==> src/rtl/if_fetch.sv <==
// Byte-serial instruction fetch: assembles a 32-bit little-endian word from four
// byte reads and presents it to decode. Execute can redirect the pc at any time.
module if_fetch (
  input  logic        clk,
  input  logic        rst,
  input  logic        stl_mm,
  input  logic        br_en,
  input  logic [31:0] br_tgt,
  output logic        mem_req,
  output logic [31:0] mem_addr,
  input  logic        mem_rdy,
  input  logic [7:0]  mem_dat,
  output logic [31:0] if_pc,
  output logic [31:0] if_is,
  output logic        not_ok
);

  typedef enum logic {FETCH = 1'b0, HOLD = 1'b1} state_t;

  state_t      state_q, state_d;
  logic [31:0] pc_q, pc_d;
  logic [1:0]  cnt_q, cnt_d;
  logic [31:0] asm_q, asm_d;

  always_ff @(posedge clk) begin
    if (rst) begin
      state_q <= FETCH;
      pc_q    <= 32'd0;
      cnt_q   <= 2'd0;
      asm_q   <= 32'd0;
    end else begin
      state_q <= state_d;
      pc_q    <= pc_d;
      cnt_q   <= cnt_d;
      asm_q   <= asm_d;
    end
  end

  always_comb begin
    state_d  = state_q;
    pc_d     = pc_q;
    cnt_d    = cnt_q;
    asm_d    = asm_q;
    mem_req  = 1'b0;
    not_ok   = 1'b1;
    mem_addr = pc_q + {30'd0, cnt_q};
    if_pc    = pc_q;
    if_is    = asm_q;

    if (state_q == FETCH) mem_req = !rst && !br_en;
    if (state_q == HOLD)  not_ok  = rst || br_en;

    // Redirect outranks both byte accept and consume, and ignores stall.
    if (br_en) begin
      pc_d    = br_tgt & 32'hFFFF_FFFC;
      cnt_d   = 2'd0;
      state_d = FETCH;
    end else if (state_q == FETCH) begin
      if (mem_rdy) begin
        asm_d[8*cnt_q +: 8] = mem_dat;
        cnt_d = cnt_q + 2'd1;
        if (cnt_q == 2'd3) state_d = HOLD;
      end
    end else if (!stl_mm) begin
      pc_d    = pc_q + 32'd4;
      state_d = FETCH;
    end
  end

endmodule

==> config.mk <==
export PLATFORM = sky130hd
export DESIGN_NAME = if_fetch
export DESIGN_NICKNAME = d
export VERILOG_FILES = /design/src/rtl/if_fetch.sv
export SDC_FILE = /design/constraint.sdc
export NUM_CORES = 1
export LEC_CHECK = 0
export CORE_ASPECT_RATIO = 0.9
export CORE_MARGIN = 5
export CORE_UTILIZATION = 43
export CTS_CLUSTER_DIAMETER = 80
export CTS_CLUSTER_SIZE = 8
export DETAILED_ROUTE_END_ITERATION = 12
export PLACE_DENSITY = 0.79
export SYNTH_ARGS = -nofsm -noshare
export SYNTH_HDL_FRONTEND = slang
export SYNTH_SLANG_ARGS = --single-unit
==> constraint.sdc <==
create_clock -name clk -period 2.6 [get_ports clk]
set_input_delay 0.52 -clock clk [delete_from_list [all_inputs] [get_ports clk]]
set_output_delay 0.52 -clock clk [all_outputs]
set_load 0.1 [all_outputs]
# Word-level counts from Yosys, hierarchy flattened
# Index checks and enable logic that the tools add are counted.
[totals]
reg_bits = 67
wordCells = 36
[classes]
n_addsub = 4
eq_ne = 2
shifts = 2
n_mux = 10
n_bitwise = 3
reduce_logical = 10
[ops]
columns = ["operator", "count"]
rows = [
  ["32-bit 2-to-1 mux", 3],
  ["5-bit negator with 34-bit output", 1],
  ["8-bit by 34-bit variable shift with 32-bit output (first input constant)", 1],
  ["8-bit by 34-bit variable part select with 32-bit output", 1],
  ["32-bit by 2-bit adder with 32-bit output", 1],
  ["32-bit by 3-bit adder with 32-bit output (second input constant)", 1],
  ["32-bit bitwise mux", 1],
  ["1-bit 2-to-1 mux", 6],
  ["2-bit AND reduction", 3],
  ["1-bit NOT", 3],
  ["3-bit AND reduction", 1],
  ["2-bit by 1-bit adder with 2-bit output (second input constant)", 1],
  ["2-bit equality test (second input constant)", 1],
  ["1-bit zero test", 2],
  ["2-bit by 1-bit != test with 1-bit output (second input constant)", 1],
  ["2-bit nonzero test", 1],
  ["2-bit OR reduction", 1],
  ["1-bit logical AND", 1],
  ["1-bit logical OR", 1],
]

# Longest topological paths before layout
# Gate-level depths: netlist (run 1).
[depth]
depth_word = 4
ltp_mapped = 7
mapped_depth_nobuf = 6

# Least setup slack after synthesis (run 1)
# No wires, ideal clock.
[synth_timing]
path_kind = "in2out"
start = "input br_en"
end = "output mem_req"
arrival_ns = 3.009
t_required_ns = 2.080
path_slack_ns = -0.929
cell_stages = 3
cell_sequence = "buf_1 > buf_1 > nor3_1"
[synth_between]
elab_chain_len = 3
[synth_rtl]
columns = ["item", "line", "source"]
rows = [
  ["start, declared", "7", "input logic br_en,"],
  ["1-bit zero test", "50", "if (state_q == FETCH) mem_req = !rst && !br_en;"],
  ["1-bit logical AND", "50", ""],
  ["1-bit 2-to-1 mux", "50", ""],
  ["end, declared", "9", "output logic mem_req,"],
]
# No other way between the ends.

# Final worst setup path (run 1)
[layout_timing]
start = "input br_en"
end = "output not_ok"
[layout_between]
elab_chain_len = 2
[layout_rtl]
columns = ["item", "line", "source"]
rows = [
  ["1-bit logical OR", "51", "if (state_q == HOLD) not_ok = rst || br_en;"],
  ["1-bit 2-to-1 mux", "51", ""],
  ["end, declared", "15", "output logic not_ok"],
]
# No other way between the ends.

==> impl_metrics.env, run 1 <==
export IMPL_status="completed"
export IMPL_ant_nets=0
export IMPL_cts_root_buf="clkbuf_8"
export IMPL_seq_area_frac_synth_pct=38.24
export IMPL_final_cell_count_no_fill=620
export IMPL_dp_final_hpwl_um=7726
export IMPL_setup_tns_ns=0
export IMPL_period_share_pct=90.42
export IMPL_p_seq_share_pct=37.5
export IMPL_fmax_mhz=425.4
export IMPL_p_int_mw=1.827
export IMPL_period_minus_slack_ns=2.351
export IMPL_cts_buffers=9
export IMPL_die_w_um=103.8
export IMPL_synth_largest_area_cell="dfxtp_1"
export IMPL_cp_arrival_ns=1.83
export IMPL_postCtsHoldBufs=0
export IMPL_dieArea_um2=9796
export IMPL_final_area_um2=4723
export IMPL_wl_per_cell_um=16.82
export IMPL_cap_violations=0
export IMPL_cts_tree="done"
export IMPL_num_vias=3494
export IMPL_synth_async_reset_ratio_pct=0
export IMPL_hold_viol_final=0
export IMPL_syn_inst=406
export IMPL_ioPinCount=143
export IMPL_min_to="if_is[15]"
export IMPL_fin_skew_ns=0.009360
export IMPL_min_from="if_is[15]"
export IMPL_power_frac_clock_pct=33.6
export IMPL_synth_avg_cell_area_um2=8.382
export IMPL_die_h_um=94.40
export IMPL_filler_cell_count=677
export IMPL_synth_distinct_cells=49
export IMPL_start_util_pct=44.66
export IMPL_setup_viol=0
export IMPL_place_congestion=0.8266
export IMPL_worst_setup_path_end_kind="output pin"
export IMPL_synth_area_um2=3403
export IMPL_p_sw_share_pct=37.59
export IMPL_cts_setup_buffers=0
export IMPL_layout_commonest_cell="buf_4"
export IMPL_rsz0062_at_grt="no"
export IMPL_start_kind="input port"
export IMPL_p_sw_mw=1.100
export IMPL_final_cell_mix="buf_4 (112), dfxtp_1 (62), nor2_1 (44)"
export IMPL_worstPathMaxFanout=13
export IMPL_grt_max_degree=36
export IMPL_power_density_nw_per_um2=619.7
export IMPL_holdWs_ns=0.4551
export IMPL_num_rows=30
export IMPL_antenna_found_initial=1
export IMPL_drtIter0Drc=159
export IMPL_cts_sinks=65
export IMPL_synth_edf_count=0
export IMPL_vias_per_cell=5.635
export IMPL_cts_clk_slew_worst_paths_ns=0.07
export IMPL_cp_required_ns=2.08
export IMPL_combPwrFrac_pct=28.9
export IMPL_multi_input_area_um2=1735
export IMPL_htreeDepth=3
export IMPL_grt_first_pass_wirelength_um=16530
export IMPL_holdPathStages=2
export IMPL_placed_area_um2=4491
export IMPL_num_nets_final=569
export IMPL_wl_um=10430
export IMPL_cts_resized=0
export IMPL_core_area_um2=7620
export IMPL_power_total_mw=2.927
export IMPL_yosysTopAreaCellShare_pct=38.24
export IMPL_areaGrowthSynthToFinish_pct=38.79
export IMPL_ys_ff_latch=65
export IMPL_yosysWarnings=0
export IMPL_dr_pass1_iters=4
export IMPL_grt_util_all_layers_pct=20.41
export IMPL_dp_cells=603
export IMPL_r2r_cells=4
export IMPL_synth_area_leaders="dfxtp_1 (38%), buf_4 (7.1%), nor2_1 (4.9%)"
export IMPL_ys_flop_type="dfxtp_1"
export IMPL_ff_latch_area_um2=1305
export IMPL_drv_slew=0
export IMPL_r2r_end="if_pc[22]"
export IMPL_post_route_drc_count=0
export IMPL_critPathKind="input port to output pin"
export IMPL_r2r_start="if_pc[11]"
export IMPL_grt_ovfl_total=0
export IMPL_rrSetupSlack_ns=0.42
export IMPL_ctsLongestPathBuffers=2
export IMPL_grt_pass1_vias=3274
export IMPL_vdd_drop_max_v=0.0002779
export IMPL_io_buffers=138
export IMPL_drive_gt1_share_pct=27.15
export IMPL_leakage_nw=1.860
export IMPL_holdCritPathClass="flip-flop to flip-flop"
export IMPL_clk_latency_ns=0.34
## area by class of cell
class | instances | share of cell area, %
diodes | 1 | 0.05298
clock buffers | 12 | 3.285
clock inverters | 4 | 1.589
inverters | 9 | 0.7152
multi-input cells | 277 | 36.74
flip-flops and latches | 65 | 27.63
well taps | 96 | 2.543
repair buffers | 156 | 27.44
## worst max path at each step
stage          startpoint         to  slack [ns]  cells past startpoint
4_1_cts             br_en     not_ok        0.25                      4
3_5_place_dp       stl_mm  if_pc[21]        0.02                      5
2_1_floorplan       br_en    mem_req       -0.08                      3
6_report            br_en     not_ok        0.25                      4
3_3_place_gp       stl_mm  if_pc[23]        0.08                      5
5_1_grt             br_en     not_ok        0.13                      4
## critical path: stages
cell,delay [ns]
clkdlybuf4s50_1,0.66
nor2_1,0.30
nand2_1,0.14
buf_12,0.21
## per-layer routing
metal / global-route usage, % / share of wire, % / vias to the layer above
met5: 0 / 0 / -
met4: 7.228 / 1.6 / 0
met3: 5.673 / 7.1 / 14
met2: 32.75 / 48 / 135
met1: 26.50 / 43 / 1648
li1: - / - / 1697
## per-stage QoR
| stage | util [%] | setup WS, ns |
|---|---|---|
| after floorplan | - | -0.08416 |
| after global placement | 58.93 | 0.08021 |
| after detailed placement | 58.93 | 0.01536 |
| after CTS | 61.95 | 0.2493 |
| after global routing | 61.99 | 0.1299 |
| final | 61.99 | 0.2491 |
## Yosys cell counts (2+ instances only)
master     number
a211oi_1       14
a21oi_1        23
a22oi_1        16
a311oi_1       11
a31oi_1         2
and2_0          2
and3_1          7
and4_1          7
buf_1           2
buf_2           3
buf_4          32
clkbuf_1       18
dfxtp_1        65
ha_1            6
inv_1           8
nand2_1        26
nand3_1        27
nand4_1         8
nand4bb_1       2
nor2_1         44
nor2b_1         2
nor3_1         12
nor3b_1         4
nor4_1          5
o21ai_0         3
o21bai_1        3
o221ai_1        2
o31a_1          2
o31ai_1         8
or3_1           5
or4_1           9
xnor2_1         9
xor2_1          3
## state kept, by name, summed over array words and instances, names as in the netlist
register	cells
if_pc	30
if_is	32
state_q	1
cnt_q	2
## kinds of logic after synthesis
family                     synth area share, %
and+or+nand+nor                          26.87
AOI/OAI and AO/OA                        18.16
DFF                                      38.24
buffers and inverters                    11.03
xor gates and xnor gates                 3.089
adders and majority gates                2.206
other                                   0.1102
muxes                                   0.2941
## power groups by stage
stage	sequential, mW	clock, mW	combinational [mW]
detailed placement	1.12	0	0.846
global route	1.11	1.05	0.873
global placement	1.11	0	0.841
finish	1.10	0.983	0.846
CTS	1.10	1.00	0.848
floorplan	1.37	0	0.404
Power figures use the tool's default switching activity.
==> run 2, diff against run 1 <==
Settings changed: REMOVE_ABC_BUFFERS set to 1.
==> impl_metrics.env, run 2 (same netlist as run 1, synthesis figures left out) <==
export IMPL_grt_ovfl_total=0
export IMPL_power_total_mw=2.875
export IMPL_largest_reg_flops=32
export IMPL_place_congestion=0.8077
export IMPL_grt_pass1_vias=3220
export IMPL_dr_pass1_iters=4
export IMPL_worst_slew_pin_slew_ns=0.5783
export IMPL_dp_final_hpwl_um=7390
export IMPL_grt_util_all_layers_pct=19.66
export IMPL_fin_skew_ns=0.006015
export IMPL_drive_gt1_share_pct=25.63
export IMPL_grt_first_pass_wirelength_um=15970
export IMPL_layout_commonest_cell="buf_4"
export IMPL_num_rows=30
export IMPL_num_nets_final=566
export IMPL_power_density_nw_per_um2=614.1
export IMPL_period_share_pct=88.51
export IMPL_post_route_drc_count=0
export IMPL_hold_viol_final=0
export IMPL_critPathKind="input port to output pin"
export IMPL_vdd_drop_max_v=0.0002739
export IMPL_wl_per_cell_um=16.25
export IMPL_postCtsHoldBufs=0
export IMPL_status="completed"
export IMPL_worst_setup_path_end_kind="output pin"
export IMPL_wl_um=9991
export IMPL_num_vias=3479
export IMPL_cts_buffers=9
export IMPL_vias_per_cell=5.657
export IMPL_io_buffers=138
export IMPL_cts_tree="done"
export IMPL_dieArea_um2=9796
export IMPL_htreeDepth=3
export IMPL_antenna_found_initial=0
export IMPL_cts_setup_buffers=0
export IMPL_areaGrowthSynthToFinish_pct=37.57
export IMPL_final_cell_mix="buf_4 (108), dfxtp_1 (65), nor2_1 (44)"
export IMPL_leakage_nw=1.845
export IMPL_diodes=0
export IMPL_fmax_mhz=434.6
export IMPL_final_area_um2=4682
export IMPL_grt_max_degree=58
export IMPL_cap_violations=0
export IMPL_start_util_pct=44.66
export IMPL_start_kind="input port"
export IMPL_period_minus_slack_ns=2.301
export IMPL_slew_headroom_pct=61.45
export IMPL_cts_resized=0
export IMPL_cp_arrival_ns=1.78
export IMPL_die_w_um=103.8
export IMPL_clk_latency_ns=0.34
export IMPL_ctsLongestPathBuffers=2
export IMPL_rsz0062_at_grt="no"
export IMPL_holdCritPathClass="flip-flop to flip-flop"
export IMPL_drtIter0Drc=134
export IMPL_ioPinCount=143
export IMPL_setup_viol=0
export IMPL_die_h_um=94.40
export IMPL_worstPathMaxFanout=11
export IMPL_cts_clk_slew_worst_paths_ns=0.07
export IMPL_drv_slew=0
export IMPL_cp_required_ns=2.08
export IMPL_cts_root_buf="clkbuf_8"
export IMPL_cts_sinks=65
export IMPL_ant_nets=0
export IMPL_placed_area_um2=4472
export IMPL_core_area_um2=7620
==> run 2: cell type report <==
class                   instances  area (µm²)
clock inverters                 3       65.06
fillers                       695        2938
repair buffers                153        1286
well taps                      96       120.1
inverters                       9       33.78
flip-flops and latches         65        1301
clock buffers                  12       145.1
multi-input cells             277        1730
==> run 2: critical path, cell delays in order <==
cell             delay (ns)
clkdlybuf4s50_1        0.58
nor3_1                 0.44
buf_12                 0.23
==> run 2: path summary, 6_finish.rpt <==
path	startpoint	to	slack [ns]	cells past startpoint
worst max-delay path	br_en	mem_req	0.30	3
worst min-delay path	if_is[17]	if_is[17]	0.46	2
worst max register to register	if_pc[2]	if_pc[22]	0.43	5
worst min register to register	if_is[17]	if_is[17]	0.46	2
==> run 2: stage by stage <==
| step | utilization [%] | setup slack, ns | TNS [ns] | instances | hold slack, ns |
|---|---|---|---|---|---|
| finish | 61.45 | 0.2988 | 0 | 615 | 0.4570 |
| global placement | 58.69 | 0.1114 | 0 | 600 | 0.4402 |
| detailed placement | 58.69 | 0.06767 | 0 | 600 | 0.4491 |
| floorplan | - | -0.9393 | -17.64 | 351 | 0.5891 |
| global route | 61.45 | 0.1822 | 0 | 615 | 0.4829 |
| CTS | 61.45 | 0.2895 | 0 | 615 | 0.4590 |
==> run 2: where the power goes <==
group	internal [mW]	switching [mW]	total, mW
logic	0.199	0.644	0.843
registers	1.03	0.0619	1.10
clock network	0.560	0.376	0.936
total	1.79	1.08	2.88
==> run 2: per-layer routing <==
metal	track usage [%]	vias up	wire length [µm]
li1	-	1687	-
met1	25.84	1651	4447
met2	32.17	133	4700
met3	5.605	8	738
met4	4.746	0	105
met5	0	-	0
==> run 3, diff against run 2 <==
Settings changed: CELL_PAD_IN_SITES_DETAIL_PLACEMENT set to 1, CELL_PAD_IN_SITES_GLOBAL_PLACEMENT set to 1, CORE_UTILIZATION 43 to 31, GPL_TIMING_DRIVEN set to 0, HOLD_SLACK_MARGIN set to 0.02, PLACE_DENSITY 0.79 to 0.8.
==> impl_metrics.env, run 3 (same netlist as run 1, synthesis figures left out) <==
export IMPL_io_buffers=138
export IMPL_p_seq_share_pct=32.6
export IMPL_pre_cts_ws_ns=-0.9487
export IMPL_ctsLongestPathBuffers=2
export IMPL_drv_slew=0
export IMPL_cp_top_family="buffers and inverters"
export IMPL_leakage_nw=1.757
export IMPL_largest_reg_flops=32
export IMPL_layout_setup_ws_ns=0.05979
export IMPL_areaGrowthSynthToFinish_pct=48.09
export IMPL_critical_path_max_stage_delay_ns=1.20
export IMPL_slew_headroom_pct=31.13
export IMPL_dp_cells=624
export IMPL_path_cells="clkdlybuf4s50_1"
export IMPL_ant_nets=0
export IMPL_crit_cells=1
export IMPL_dp_final_hpwl_um=8569
export IMPL_slowest_stage="clkdlybuf4s50_1"
export IMPL_cts_tree="done"
export IMPL_drive_gt1_share_pct=6.509
export IMPL_final_cell_mix="clkdlybuf4s50_1 (129), dfxtp_1 (65), nor2_1 (44)"
export IMPL_p_int_mw=2.192
export IMPL_grt_max_degree=48
export IMPL_ioPinCount=143
export IMPL_grt_first_pass_wirelength_um=18400
export IMPL_cp_arrival_ns=2.02
export IMPL_p_sw_mw=1.175
export IMPL_cts_clk_slew_worst_paths_ns=0.06
export IMPL_worstPathMaxFanout=9
export IMPL_wl_met3_um=568
export IMPL_p_sw_share_pct=34.90
export IMPL_post_route_drc_count=0
export IMPL_vdd_drop_max_v=0.0004031
export IMPL_holdCritPathClass="flip-flop to flip-flop"
export IMPL_dr_pass1_iters=4
export IMPL_rsz0062_at_grt="no"
export IMPL_rrSetupSlack_ns=0.22
export IMPL_hold_viol_final=0
export IMPL_crit_end="mem_addr[11]"
export IMPL_fmax_mhz=393.7
export IMPL_place_congestion=0.7514
export IMPL_startpoint="if_pc[11]"
export IMPL_cts_setup_buffers=0
export IMPL_worst_setup_path_end_kind="output pin"
export IMPL_highest_layer="met4"
export IMPL_die_w_um=120.4
export IMPL_cts_sinks=65
export IMPL_grt_ovfl_total=0
export IMPL_path_buf_inv=1
export IMPL_htreeDepth=3
export IMPL_cp_required_ns=2.08
export IMPL_r2r_cells=5
export IMPL_wl_met1_um=5228
export IMPL_fin_skew_ns=0.006470
export IMPL_start_util_pct=31.61
export IMPL_setup_viol=0
export IMPL_num_nets_final=553
export IMPL_diodes=0
export IMPL_period_share_pct=97.70
export IMPL_period_minus_slack_ns=2.540
export IMPL_ff_latch_area_um2=1301
export IMPL_cts_root_buf="clkbuf_16"
export IMPL_critPathKind="flip-flop to output pin"
export IMPL_core_area_um2=10770
export IMPL_wl_met2_um=5816
export IMPL_r2r_start="cnt_q[0]"
export IMPL_wl_um=11720
export IMPL_num_vias=3438
export IMPL_power_density_nw_per_um2=668.1
export IMPL_cap_violations=0
export IMPL_start_kind="flip-flop"
export IMPL_filler_cell_count=1266
export IMPL_vias_per_cell=5.372
export IMPL_status="completed"
export IMPL_die_h_um=109.4
export IMPL_multi_input_area_um2=1759
export IMPL_antenna_found_initial=0
export IMPL_num_rows=36
export IMPL_final_cell_count_no_fill=640
export IMPL_worst_slew_pin_slew_ns=1.030
export IMPL_wl_per_cell_um=18.32
export IMPL_r2r_end="if_is[11]"
export IMPL_grt_util_all_layers_pct=17.36
export IMPL_power_frac_clock_pct=41.5
export IMPL_layout_commonest_cell="clkdlybuf4s50_1"
export IMPL_grt_pass1_vias=3498
export IMPL_combPwrFrac_pct=26.0
export IMPL_drtIter0Drc=206
export IMPL_postCtsHoldBufs=0
export IMPL_dieArea_um2=13180
export IMPL_cts_buffers=9
export IMPL_clk_latency_ns=0.33
export IMPL_setup_tns_ns=0
run 3: routing by layer:
layer | vias up | track usage (%)
li1 | 1654 | -
met1 | 1679 | 21.83
met2 | 97 | 30.43
met3 | 8 | 3.961
met4 | 0 | 4.045
met5 | - | 0
run 3: power groups by stage:
stage | Combinational [mW] | Clock, mW | Sequential (mW)
2_1_floorplan | 0.113 | 0 | 1.60
3_3_place_gp | 0.858 | 0 | 1.11
3_5_place_dp | 0.874 | 0 | 1.12
4_1_cts | 0.879 | 1.43 | 1.10
5_1_grt | 0.901 | 1.47 | 1.11
6_report | 0.875 | 1.40 | 1.10
run 3: timing repair:
| item | 4_1_cts | 5_1_grt |
|---|---|---|
| endpoints found under the hold margin | 0 | 0 |
| pin swaps | 0 | 0 |
| gates resized for setup | 13 | 8 |
| endpoints found under the setup margin | 45 | 11 |
run 3: layout make-up:
cell class                 count  area share (%)
multi-input combinational    277           34.91
timing repair buffer         140           28.45
sequential                    65           25.82
clock buffer                   9           4.469
tap                          133           3.302
clock inverter                 7           2.358
inverter                       9          0.6951
run 3: worst reg2reg max path, stage by stage (launching register included):
cell     delay, ns
dfxtp_1       0.52
inv_1         0.21
ha_1          0.47
nor3b_1       0.73
nand3_1       0.20
a21oi_1       0.19
run 3: stage by stage:
stage / utilization [%] / area, µm² / hold slack, ns / total power [mW]
final: 46.82 / 5040 / 0.4534 / 3.367
after floorplan: - / 3065 / 0.5891 / 1.712
after global placement: 42.85 / 4613 / 0.4388 / 1.972
after detailed placement: 43.31 / 4662 / 0.4467 / 1.992
after CTS: 46.71 / 5029 / 0.4531 / 3.402
after global routing: 46.82 / 5040 / 0.4788 / 3.476
run 3: worst min-delay path by stage:
stage / startpoint / slack (ns) / end / cells past startpoint
after floorplan: rst / 0.59 / if_is[10] / 1
after global placement: if_is[17] / 0.44 / if_is[17] / 2
after detailed placement: if_is[21] / 0.45 / if_is[21] / 2
after CTS: if_is[20] / 0.45 / if_is[20] / 2
after global routing: if_is[20] / 0.48 / if_is[20] / 2
final: if_is[21] / 0.45 / if_is[21] / 2
